### src/rtl/branch_resolver.sv
// branch_resolver: execute-side checker for fetch branch predictions.
// Queues every prediction fetch issues, compares the oldest one against the
// resolved outcome, and on a miss pulses o_mispredict with the redirect PC
// while flushing all younger predictions.
// Optional macro BRANCH_STATS_EN adds saturating resolve/mispredict counters.
module branch_resolver #(
    parameter int ADDR_WIDTH = 16,
    parameter int DEPTH      = 4
) (
    input  logic                  i_sys_clk,
    input  logic                  i_sys_rstn,
    input  logic                  i_push,
    input  logic [ADDR_WIDTH-1:0] i_push_pc,
    input  logic                  i_push_taken,
    input  logic [ADDR_WIDTH-1:0] i_push_target,
    input  logic                  i_resolve,
    input  logic                  i_resolve_taken,
    input  logic [ADDR_WIDTH-1:0] i_resolve_target,
    output logic                  o_mispredict,
    output logic [ADDR_WIDTH-1:0] o_correct_pc,
    output logic                  o_full,
    output logic                  o_empty,
    output logic                  o_err
`ifdef BRANCH_STATS_EN
    ,
    output logic [15:0]           o_stat_resolved,
    output logic [15:0]           o_stat_mispredicts
`endif
);

    localparam int PTR_W = $clog2(DEPTH);

    typedef enum logic {RUN = 1'b0, REDIRECT = 1'b1} state_t;

    typedef struct packed {
        logic [ADDR_WIDTH-1:0] fallthrough;
        logic                  taken;
        logic [ADDR_WIDTH-1:0] target;
    } entry_t;

    state_t                state_q, state_d;
    logic [PTR_W:0]        wr_ptr_q, wr_ptr_d;
    logic [PTR_W:0]        rd_ptr_q, rd_ptr_d;
    logic [ADDR_WIDTH-1:0] correct_pc_q, correct_pc_d;
    logic                  err_q, err_d;
    entry_t                mem_q [DEPTH];

    entry_t                head;
    entry_t                new_entry;
    logic                  full, empty;
    logic                  res_acc, mis, pop, do_push;

    // Extra wrap bit distinguishes full from empty when the indices match.
    assign empty = (wr_ptr_q == rd_ptr_q);
    assign full  = (wr_ptr_q[PTR_W] != rd_ptr_q[PTR_W]) &&
                   (wr_ptr_q[PTR_W-1:0] == rd_ptr_q[PTR_W-1:0]);
    assign head  = mem_q[rd_ptr_q[PTR_W-1:0]];

    assign new_entry.fallthrough = i_push_pc + 1'b1;
    assign new_entry.taken       = i_push_taken;
    assign new_entry.target      = i_push_target;

    // Only the RUN state accepts resolves; the head must exist.
    assign res_acc = i_resolve && !empty && (state_q == RUN);
    assign mis     = res_acc &&
                     ((head.taken != i_resolve_taken) ||
                      (head.taken && i_resolve_taken && (head.target != i_resolve_target)));
    assign pop     = res_acc && !mis;
    // A push younger than a mispredicting branch is wrong-path and dropped.
    assign do_push = i_push && (state_q == RUN) && !mis && (!full || pop);

    // Next-state: controller, pointers, redirect PC and sticky error.
    always_comb begin
        state_d      = RUN;
        wr_ptr_d     = wr_ptr_q;
        rd_ptr_d     = rd_ptr_q;
        correct_pc_d = correct_pc_q;
        err_d        = err_q;

        if (state_q == REDIRECT) begin
            if (i_resolve) err_d = 1'b1;
        end else begin
            if (i_resolve && empty) err_d = 1'b1;
            if (i_push && full && !pop && !mis) err_d = 1'b1;
        end

        if (mis) begin
            state_d      = REDIRECT;
            rd_ptr_d     = wr_ptr_q;
            correct_pc_d = i_resolve_taken ? i_resolve_target : head.fallthrough;
        end else begin
            if (pop)     rd_ptr_d = rd_ptr_q + 1'b1;
            if (do_push) wr_ptr_d = wr_ptr_q + 1'b1;
        end
    end

    // Control registers; reset discards entries and any pending redirect.
    always_ff @(posedge i_sys_clk or negedge i_sys_rstn) begin
        if (!i_sys_rstn) begin
            state_q      <= RUN;
            wr_ptr_q     <= '0;
            rd_ptr_q     <= '0;
            correct_pc_q <= '0;
            err_q        <= 1'b0;
        end else begin
            state_q      <= state_d;
            wr_ptr_q     <= wr_ptr_d;
            rd_ptr_q     <= rd_ptr_d;
            correct_pc_q <= correct_pc_d;
            err_q        <= err_d;
        end
    end

    // Prediction storage; validity is tracked purely by the pointers.
    always_ff @(posedge i_sys_clk) begin
        if (do_push) mem_q[wr_ptr_q[PTR_W-1:0]] <= new_entry;
    end

    // The REDIRECT state lasts exactly one cycle, so it is the pulse itself.
    assign o_mispredict = (state_q == REDIRECT);
    assign o_correct_pc = correct_pc_q;
    assign o_full       = full;
    assign o_empty      = empty;
    assign o_err        = err_q;

`ifdef BRANCH_STATS_EN
    logic [15:0] stat_res_q, stat_mis_q;

    // Saturating event counters.
    always_ff @(posedge i_sys_clk or negedge i_sys_rstn) begin
        if (!i_sys_rstn) begin
            stat_res_q <= '0;
            stat_mis_q <= '0;
        end else begin
            if (res_acc && stat_res_q != 16'hFFFF) stat_res_q <= stat_res_q + 1'b1;
            if (mis && stat_mis_q != 16'hFFFF)     stat_mis_q <= stat_mis_q + 1'b1;
        end
    end

    assign o_stat_resolved    = stat_res_q;
    assign o_stat_mispredicts = stat_mis_q;
`endif

endmodule

### config.mk
export PLATFORM = sky130hd
export DESIGN_NAME = branch_resolver
export DESIGN_NICKNAME = d
export VERILOG_FILES = /design/src/rtl/branch_resolver.sv
export SDC_FILE = /design/constraint.sdc
export NUM_CORES = 1
export LEC_CHECK = 0
export ABC_AREA = 1
export CORE_MARGIN = 3
export CORE_UTILIZATION = 55
export DETAILED_ROUTE_END_ITERATION = 16
export PLACE_DENSITY = 0.82
export SLEW_MARGIN = 20
export SYNTH_ARGS = -nofsm -noshare
export SYNTH_HDL_FRONTEND = slang
export SYNTH_SLANG_ARGS = --single-unit
export TNS_END_PERCENT = 50
### constraint.sdc
create_clock -name i_sys_clk -period 9.9 [get_ports i_sys_clk]
set_clock_uncertainty 0.1 [all_clocks]
set_input_delay 1.98 -clock i_sys_clk [delete_from_list [all_inputs] [get_ports i_sys_clk]]
set_output_delay 1.98 -clock i_sys_clk [all_outputs]
set_load 0.1 [all_outputs]
==> results of run 1 <==
## path summary, 6_finish.rpt
kind                                  start               end  slack, ns  depth (start not counted)
worst max-delay path            rd_ptr_q[0]           o_empty       4.29                          7
worst min-delay path                  o_err             o_err       0.38                          2
min in group asynchronous        i_sys_rstn  o_correct_pc[10]       1.83                          2
max in group asynchronous        i_sys_rstn       rd_ptr_q[0]       7.59                          2
worst max register to register  rd_ptr_q[0]      mem_q[2][29]       5.65                         16
worst min register to register        o_err             o_err       0.38                          2
## area by class of cell
class,count,area (µm²)
clock inverter,15,149
fill,782,3570
timing repair buffer,80,783
sequential,156,4570
clock buffer,17,425
tap,143,179
inverter,25,98.8
multi-input combinational,389,1940
## where the power goes
group | total [µW] | internal (µW) | switching [µW] | leakage, µW
Combinational | 1040 | 261 | 778 | 0.00132
Sequential | 930 | 875 | 55.2 | 0.00149
Clock | 628 | 369 | 259 | 0.000274
Total | 2600 | 1510 | 1090 | 0.00309
## logic make-up after synthesis
group / share of synthesized area
fa+ha+maj: 0.0129
buf+inv: 0.0412
flops: 0.674
compound gates: 0.0726
simple gates: 0.177
xor+xnor: 0.0220
## state kept, by name, summed over array words and instances, names as in the netlist
signal / cells
o_mispredict: 1
o_correct_pc: 16
o_err: 1
mem_q: 132
wr_ptr_q: 3
rd_ptr_q: 3
## critical path: cells and delay by family, from the launching register on
| kind | cells | cell delay (ns) |
|---|---|---|
| AND/OR/NAND/NOR | 3 | 0.52 |
| flip-flops | 1 | 0.35 |
| buffers and inverters | 4 | 2.20 |
## metal layers
metal  GRT usage  routed length [µm]
met1       0.292                5820
met2       0.411                7920
met3      0.0638                1320
met4      0.0856                 187
met5           0                   0
## cells in the mapped netlist
library cell / instances
a21oi_1: 2
and3_1: 1
buf_1: 1
buf_2: 3
buf_4: 7
buf_6: 6
clkbuf_1: 11
dfrtp_1: 24
edfxtp_1: 132
ha_1: 7
inv_1: 22
inv_2: 1
inv_4: 2
nand2_1: 151
nand2_2: 3
nand2_4: 1
nand3_1: 51
nand3b_1: 13
nand4_1: 5
nor2_1: 50
nor3_1: 2
nor3b_1: 1
o21ai_0: 51
o21ai_1: 16
o221ai_1: 16
o22ai_1: 1
or2_1: 1
xnor2_1: 5
xor2_1: 12
## stage by stage
| step | total power [µW] | util |
|---|---|---|
| finish | 2600 | 0.695 |
| global route | 2730 | 0.695 |
| CTS | 2600 | 0.695 |
| detailed placement | 1960 | 0.646 |
| global placement | 1930 | 0.646 |
| floorplan | 1720 | - |
==> run summary, run 1 <==
Maximum VDD drop -> 0.000168 V
Data arrival, critical path -> 3.53 ns
Placed cell area -> 0.00756 mm²
Worst-Margin Slew -> 1.02 ns
Setup crit end kind -> output pin
Wire length per cell -> 18.5 µm
Place WS -> 4.77 ns
Die extent in y -> 117 µm
Core area -> 0.0117 mm²
CTS clk-pin slew, worst paths -> 0.06 ns
Startpoint types -> register
1st-pass router iterations -> 5
DR iter-0 viols -> 455
Post-route minimum period -> 5.61 ns
Critical path type -> reg -> out
Vias in the first global route -> 4773
Status -> completed
Leading area contributor after synthesis -> edfxtp_1
Synth area leaders -> edfxtp_1, dfrtp_1, nand2_1
Worst endpoint required time -> 7.82 ns
Post-synthesis sequential area ratio -> 0.674
Share of cells above drive strength 1 -> 0.0718
Final Hold Vio Count -> 0
Synth cell types -> 29
Most frequent cells in the layout -> nand2_1, edfxtp_1, clkdlybuf4s50_1
CTS Buf Count -> 17
Boundary Pins -> 74
# DRC -> 0
Non-filler cells in the finished layout -> 825
Avg Inst Size Synth -> 11.3 µm²
CP max FO -> 70
Vias per cell -> 5.86
Slew Limit Fails -> 0
Grt ovf -> 0
Post-route antenna net violation count -> 0
Die width -> 117 µm
Initial antenna violation count -> 0
Clk buf depth -> 2
Hold_buf cts -> 0
Mapped Cells -> 598
Post-DP HPWL -> 8.98 mm
Crit share post-route -> 0.567
Inst Count DP -> 793
IO Port Bufs -> 73
Final-report setup violation count -> 0
Hold WC Path Type -> reg -> reg
Skew-Pair Late Insertion Delay -> 0.43 ns
Synthesis Warnings -> 0
GRT Total Usage -> 0.239
# resized after CTS -> 0
Post-Syn Area -> 0.00677 mm²
Initial Util -> 0.578
Design area -> 0.00814 mm²
Leading cell type in the layout, fill and taps excluded -> nand2_1
Synth Register Bits -> 156
Die area -> 0.0137 mm²
Total vias in the final route -> 4831
Area grow syn2layout -> 20.2%
Rel. slew slack -> 0.317
TritonCTS clock tree -> yes
Setup total negative slack -> 0 ns
WHS -> 0.377 ns
First-pass GRT wire length -> 24.1 mm
Critical path's slowest cell -> clkdlybuf4s50_1
Max incr delay on CP -> 1.12 ns
Final wirelength -> 15.2 mm
Synth top area share -> 0.585
Largest net degree at the start of global routing -> 71
Final Net Count -> 730
ANT cells -> 0
Number of setup buffers added after CTS -> 0
Crit-path cells -> buf_4 -> inv_4 -> nand2_1 -> nand4_1 -> or2_1 -> inv_1 -> clkdlybuf4s50_1
RePlAce Congestion -> 0.838
Max-cap check violation count -> 0
Worst setup margin -> 4.29 ns
Synth Net Count -> 659
RSZ-0062 raised after global routing -> false
Static leakage -> 0.00309 µW
Fmax -> 178 MHz
PwrDens -> 319 mW/mm²
Core Rows -> 39
CTS Sinks -> 156
Root Driver -> clkbuf_16
Htree depth -> 4
Power figures use the tool's default switching activity.
==> run 2: changes to the inputs <==
==> constraint.sdc (replaced) <==
create_clock -name i_sys_clk -period 5.3 [get_ports i_sys_clk]
set_clock_uncertainty 0.1 [all_clocks]
set_input_delay 1.06 -clock i_sys_clk [delete_from_list [all_inputs] [get_ports i_sys_clk]]
set_output_delay 1.06 -clock i_sys_clk [all_outputs]
set_load 0.1 [all_outputs]
==> run summary, run 2 (same netlist as run 1, synthesis figures left out) <==
Clock power share -> 0.228 (was 0.242)
Core area -> 0.0117 mm² (unchanged)
Hold_buf cts -> 0 (unchanged)
Place WS -> 1.07 ns (was 4.77 ns)
Post-route minimum period -> 4.03 ns
Most utilized layer in the global route result -> met2 (unchanged)
Startpoint types -> register (unchanged)
CP max FO -> 69 (was 70)
Setup total negative slack -> 0 ns (unchanged)
Initial Util -> 0.578 (unchanged)
1st-pass router iterations -> 6 (was 5)
GRT Total Usage -> 0.249 (was 0.239)
Post-route antenna net violation count -> 0 (unchanged)
Initial antenna violation count -> 0 (unchanged)
Switching power -> 2030 µW (was 1090 µW)
TritonCTS clock tree -> yes (unchanged)
Seq pwr share -> 0.364 (was 0.358)
# resized after CTS -> 0 (unchanged)
Multi-input gate area -> 0.00194 mm² (unchanged)
Maximum VDD drop -> 0.000392 V (was 0.000168 V)
Clk buf depth -> 2 (unchanged)
Root Driver -> clkbuf_16 (unchanged)
Post-DP HPWL -> 10.1 mm (was 8.98 mm)
Number of flip-flops in the largest register -> 132 (unchanged)
Slew Limit Fails -> 0 (unchanged)
RePlAce Congestion -> 0.891 (was 0.838)
CTS Buf Count -> 17 (unchanged)
ANT cells -> 0 (unchanged)
Worst setup margin -> 1.27 ns (was 4.29 ns)
Leading cell type in the layout, fill and taps excluded -> nand2_1 (unchanged)
Number of setup buffers added after CTS -> 0 (unchanged)
Status -> completed (unchanged)
Data arrival, critical path -> 4.05 ns (was 3.53 ns)
First-pass GRT wire length -> 25.0 mm (was 24.1 mm)
Setup crit end kind -> register (was output pin)
Most frequent cells in the layout -> nand2_1, edfxtp_1, clkdlybuf4s50_1 (unchanged)
Final Hold Vio Count -> 0 (unchanged)
Htree depth -> 4 (unchanged)
Comb pwr share -> 0.408 (was 0.400)
Worst endpoint required time -> 5.32 ns (was 7.82 ns)
Die area -> 0.0137 mm² (unchanged)
Total vias in the final route -> 4854 (was 4831)
Max-cap check violation count -> 0 (unchanged)
Area grow syn2layout -> 20.0% (was 20.2%)
Grt ovf -> 0 (unchanged)
Core Rows -> 39 (unchanged)
Die extent in y -> 117 µm (unchanged)
Vias in the first global route -> 4908 (was 4773)
Sw frac -> 0.424 (was 0.420)
PwrDens -> 591 mW/mm² (was 319 mW/mm²)
Die width -> 117 µm (unchanged)
CTS Sinks -> 156 (unchanged)
Critical path type -> reg -> reg (was reg -> out)
DR iter-0 viols -> 557 (was 455)
Register area -> 0.00457 mm² (unchanged)
Wire length per cell -> 19.2 µm (was 18.5 µm)
Hold WC Path Type -> reg -> reg (unchanged)
Crit share post-route -> 0.761
Static leakage -> 0.00309 µW (about the same)
Final wirelength -> 15.8 mm (was 15.2 mm)
Rel. slew slack -> 0.321 (was 0.317)
Grt met2 use -> 0.432 (was 0.411)
Met1 Track Usage GR -> 0.296 (was 0.292)
Vias per cell -> 5.88 (was 5.86)
Int Pwr -> 2770 µW (was 1510 µW)
Boundary Pins -> 74 (unchanged)
Fmax -> 248 MHz
# DRC -> 0 (unchanged)
RSZ-0062 raised after global routing -> false (unchanged)
M3 GR Usage -> 0.0596 (was 0.0638)
Final Net Count -> 731 (was 730)
Share of cells above drive strength 1 -> 0.0748 (was 0.0718)
IO Port Bufs -> 73 (unchanged)
Largest net degree at the start of global routing -> 70 (was 71)
CTS clk-pin slew, worst paths -> 0.06 ns (about the same)
Filler cell count -> 816 (was 782)
Worst-Margin Slew -> 1.02 ns (about the same)
Final-report setup violation count -> 0 (unchanged)
Skew-Pair Late Insertion Delay -> 0.43 ns (about the same)
[run 2: critical path, cell delays in order, from the launching register on]
cell	delay, ns
dfrtp_2	0.38
buf_4	0.56
nand2_1	0.13
nand3_1	0.17
nand2_1	0.07
nand2_1	0.06
nand2_1	0.06
nor2_1	0.10
nand2_1	0.08
nor2_1	0.15
nand2_1	0.10
nand2_2	0.10
nand2_2	0.10
nand2_4	0.33
nand2_2	0.23
nor2_2	0.67
buf_12	0.26
[run 2: stage by stage]
| step | hold slack, ns | cells | instance area, µm² | utilization | total power, µW |
|---|---|---|---|---|---|
| final | 0.380 | 825 | 8120 | 0.694 | 4800 |
| after floorplan | 0.421 | 598 | 6770 | - | 3220 |
| after CTS | 0.388 | 825 | 8120 | 0.694 | 4810 |
| after global routing | 0.410 | 825 | 8120 | 0.694 | 5050 |
| after global placement | 0.363 | 794 | 7590 | 0.648 | 3650 |
| after detailed placement | 0.373 | 794 | 7590 | 0.648 | 3710 |
[run 2: cell type report]
cell class                      instances  area share
Sequential cell                       156       0.562
Clock buffer                           18      0.0528
Timing Repair Buffer                   81      0.0998
Inverter                               25      0.0122
Tap cell                              143      0.0220
Multi-Input combinational cell        389       0.238
Clock inverter                         13      0.0128
[run 2: power groups by stage]
stage | logic (µW) | registers (µW) | clock network [µW]
floorplan | 1030 | 2190 | 0
global placement | 1890 | 1760 | 0
detailed placement | 1940 | 1770 | 0
CTS | 1960 | 1750 | 1100
global route | 2130 | 1770 | 1150
finish | 1960 | 1750 | 1100
[run 2: path summary, 6_finish.rpt]
| kind | end | slack (ns) | from | depth (start not counted) |
|---|---|---|---|---|
| min in group asynchronous | o_correct_pc[9] | 0.92 | i_sys_rstn | 2 |
| worst min-delay path | o_err | 0.38 | o_err | 2 |
| worst max-delay path | mem_q[0][22] | 1.27 | rd_ptr_q[0] | 16 |
| max in group asynchronous | rd_ptr_q[0] | 3.90 | i_sys_rstn | 2 |
| worst max register to register | mem_q[0][22] | 1.27 | rd_ptr_q[0] | 16 |
| worst min register to register | o_err | 0.38 | o_err | 2 |
[run 2: metal layers]
metal | vias to the layer above | wire [µm]
met3 | 33 | 1120
met4 | 0 | 399
met5 | - | 0
met1 | 2328 | 5940
met2 | 245 | 8390
li1 | 2248 | -
==> run 3: changes to the inputs <==
--- a/config.mk
+++ b/config.mk
@@ -7,9 +7,9 @@
 export LEC_CHECK = 0
 export ABC_AREA = 1
 export CORE_MARGIN = 3
-export CORE_UTILIZATION = 55
+export CORE_UTILIZATION = 51
 export DETAILED_ROUTE_END_ITERATION = 16
-export PLACE_DENSITY = 0.82
+export PLACE_DENSITY = 0.8
 export SLEW_MARGIN = 20
 export SYNTH_ARGS = -nofsm -noshare
 export SYNTH_HDL_FRONTEND = slang
==> constraint.sdc (replaced) <==
create_clock -name i_sys_clk -period 3.6 [get_ports i_sys_clk]
set_clock_uncertainty 0.1 [all_clocks]
set_input_delay 0.72 -clock i_sys_clk [delete_from_list [all_inputs] [get_ports i_sys_clk]]
set_output_delay 0.72 -clock i_sys_clk [all_outputs]
set_load 0.1 [all_outputs]
==> run summary, run 3 (same netlist as run 1, synthesis figures left out) <==
Status -> completed (unchanged)
RePlAce Congestion -> 0.816 (was 0.891)
# DRC -> 0 (unchanged)
DR iter-0 viols -> 337 (was 557)
Hold_buf cts -> 0 (unchanged)
Largest net degree at the start of global routing -> 46 (was 70)
Crit share post-route -> 0.884 (was 0.761)
Maximum VDD drop -> 0.000681 V (was 0.000392 V)
Crit-path cells -> buf_4 -> nand2_1 -> nand4_1 -> or2_1 -> nand3_1 -> a21oi_1 -> nand2_2 -> nor2_2 -> buf_4 (was buf_4 -> nand2_1 -> nand3_1 -> nand2_1 -> nand2_1 -> nand2_1 -> nor2_1 -> nand2_1 -> nor2_1 -> nand2_1 -> nand2_2 -> nand2_2 -> nand2_4 -> nand2_2 -> nor2_2 -> buf_12)
Setup crit end kind -> register (unchanged)
Max incr delay on CP -> 0.52 ns (was 0.67 ns)
Post-route antenna net violation count -> 0 (unchanged)
Vias per cell -> 5.62 (was 5.88)
Die width -> 121 µm (was 117 µm)
# resized after CTS -> 0 (unchanged)
Startpoint types -> register (unchanged)
Most frequent cells in the layout -> nand2_1, edfxtp_1, clkdlybuf4s50_1 (unchanged)
PwrDens -> 875 mW/mm² (was 591 mW/mm²)
Post-DP HPWL -> 10.5 mm (was 10.1 mm)
Setup total negative slack -> 0 ns (unchanged)
Vias in the first global route -> 4787 (was 4908)
GRT Total Usage -> 0.224 (was 0.249)
CTS Sinks -> 156 (unchanged)
Critical path's slowest cell -> a21oi_1 (was nor2_2)
Util after Layout -> 0.646 (was 0.694)
Htree depth -> 4 (unchanged)
Area grow syn2layout -> 22.0% (was 20.0%)
Die area -> 0.0147 mm² (was 0.0137 mm²)
Post-route minimum period -> 3.18 ns (was 4.03 ns)
Filler cell count -> 945 (was 816)
Slew Limit Fails -> 0 (unchanged)
Static leakage -> 0.00316 µW (was 0.00309 µW)
1st-pass router iterations -> 7 (was 6)
Critical path type -> reg -> reg (unchanged)
Number of setup buffers added after CTS -> 0 (unchanged)
Final-report setup violation count -> 0 (unchanged)
Inst Count DP -> 832 (was 794)
Data arrival, critical path -> 3.18 ns (was 4.05 ns)
Final Net Count -> 740 (was 731)
CP max FO -> 45 (was 69)
Core Rows -> 41 (was 39)
Final Hold Vio Count -> 0 (unchanged)
Wire length per cell -> 18.2 µm (was 19.2 µm)
Most frequent CP cell -> buf_4 (was nand2_1)
Clk buf depth -> 2 (unchanged)
TritonCTS clock tree -> yes (unchanged)
Share of cells above drive strength 1 -> 0.0910 (was 0.0748)
Boundary Pins -> 74 (unchanged)
Non-filler cells in the finished layout -> 864 (was 825)
Multi-input gate area -> 0.00194 mm² (unchanged)
Root Driver -> clkbuf_16 (unchanged)
Crit path from -> rd_ptr_q[0] (unchanged)
First-pass GRT wire length -> 24.5 mm (was 25.0 mm)
Core area -> 0.0128 mm² (was 0.0117 mm²)
Design area -> 0.00826 mm² (was 0.00812 mm²)
RSZ-0062 raised after global routing -> false (unchanged)
Hold WC Path Type -> in -> async (was reg -> reg)
Register area -> 0.00457 mm² (unchanged)
ANT cells -> 0 (unchanged)
Number of flip-flops in the largest register -> 132 (unchanged)
FF-to-FF Start -> rd_ptr_q[0] (unchanged)
Worst-Margin Slew -> 0.979 ns (was 1.02 ns)
Max-cap check violation count -> 0 (unchanged)
Fmax -> 314 MHz (was 248 MHz)
WHS -> 0.200 ns (was 0.380 ns)
Rel. slew slack -> 0.346 (was 0.321)
Final wirelength -> 15.7 mm (was 15.8 mm)
Placed cell area -> 0.00769 mm² (was 0.00759 mm²)
CTS Buf Count -> 17 (unchanged)
Worst endpoint required time -> 3.60 ns (was 5.32 ns)
IO Port Bufs -> 73 (unchanged)
Initial antenna violation count -> 0 (unchanged)
Leading cell type in the layout, fill and taps excluded -> nand2_1 (unchanged)
CTS clk-pin slew, worst paths -> 0.06 ns (about the same)
Die extent in y -> 121 µm (was 117 µm)
Grt ovf -> 0 (unchanged)
Initial Util -> 0.530 (was 0.578)
Skew-Pair Late Insertion Delay -> 0.43 ns (about the same)
Total vias in the final route -> 4855 (was 4854)
-- run 3: changes by cell type in the layout (fill, tap and decap cells not counted) --
cell	change
buf_4	+10
clkinv_1	-2
clkbuf_1	+1
bufinv_16	+1
clkbuf_8	+1
clkdlybuf4s50_1	-2
clkinvlp_4	-1
inv_1	+1
buf_2	+1
-- run 3: path summary, 6_finish.rpt --
check,endpoint,slack [ns],cells past startpoint
worst max-delay path,mem_q[2][7],0.42,9
worst min-delay path,o_correct_pc[10],0.20,1
worst max register to register,mem_q[2][7],0.42,9
worst min register to register,o_err,0.39,2
max in group asynchronous,rd_ptr_q[0],2.77,1
min in group i_sys_clk,o_err,0.39,2
-- run 3: cell type report --
type	count	area share
clock buffer	20	0.0541
clock inverter	12	0.0149
inverter	25	0.0120
tap	172	0.0261
sequential	156	0.553
timing repair buffer	90	0.105
multi-input combinational	389	0.235
-- run 3: metal layers --
layer | wire length (µm) | up-vias | track usage
li1 | - | 2261 | -
met1 | 6120 | 2361 | 0.273
met2 | 8050 | 194 | 0.376
met3 | 1040 | 39 | 0.0573
met4 | 482 | 0 | 0.104
met5 | 0 | - | 0
-- run 3: power breakdown --
| group | internal (µW) | switching [µW] | total [µW] | leakage (µW) |
|---|---|---|---|---|
| combinational | 793 | 2160 | 2960 | 0.00139 |
| clock | 1030 | 673 | 1700 | 0.000279 |
| sequential | 2400 | 157 | 2560 | 0.00149 |
-- run 3: critical path: cells and delay by family, from the launching register on --
kind                   cells  cell delay (ns)
AND/OR/NAND/NOR            6             1.09
buffers and inverters      2             0.72
AO/OA/AOI/OAI              1             0.52
flip-flops                 1             0.39
-- run 3: per-stage QoR --
stage               power [µW]  worst slack, ns
finish                    7220            0.418
global route              7600            0.258
CTS                       7230            0.510
detailed placement        5540            0.366
global placement          5440            0.425
floorplan                 4740           -0.190
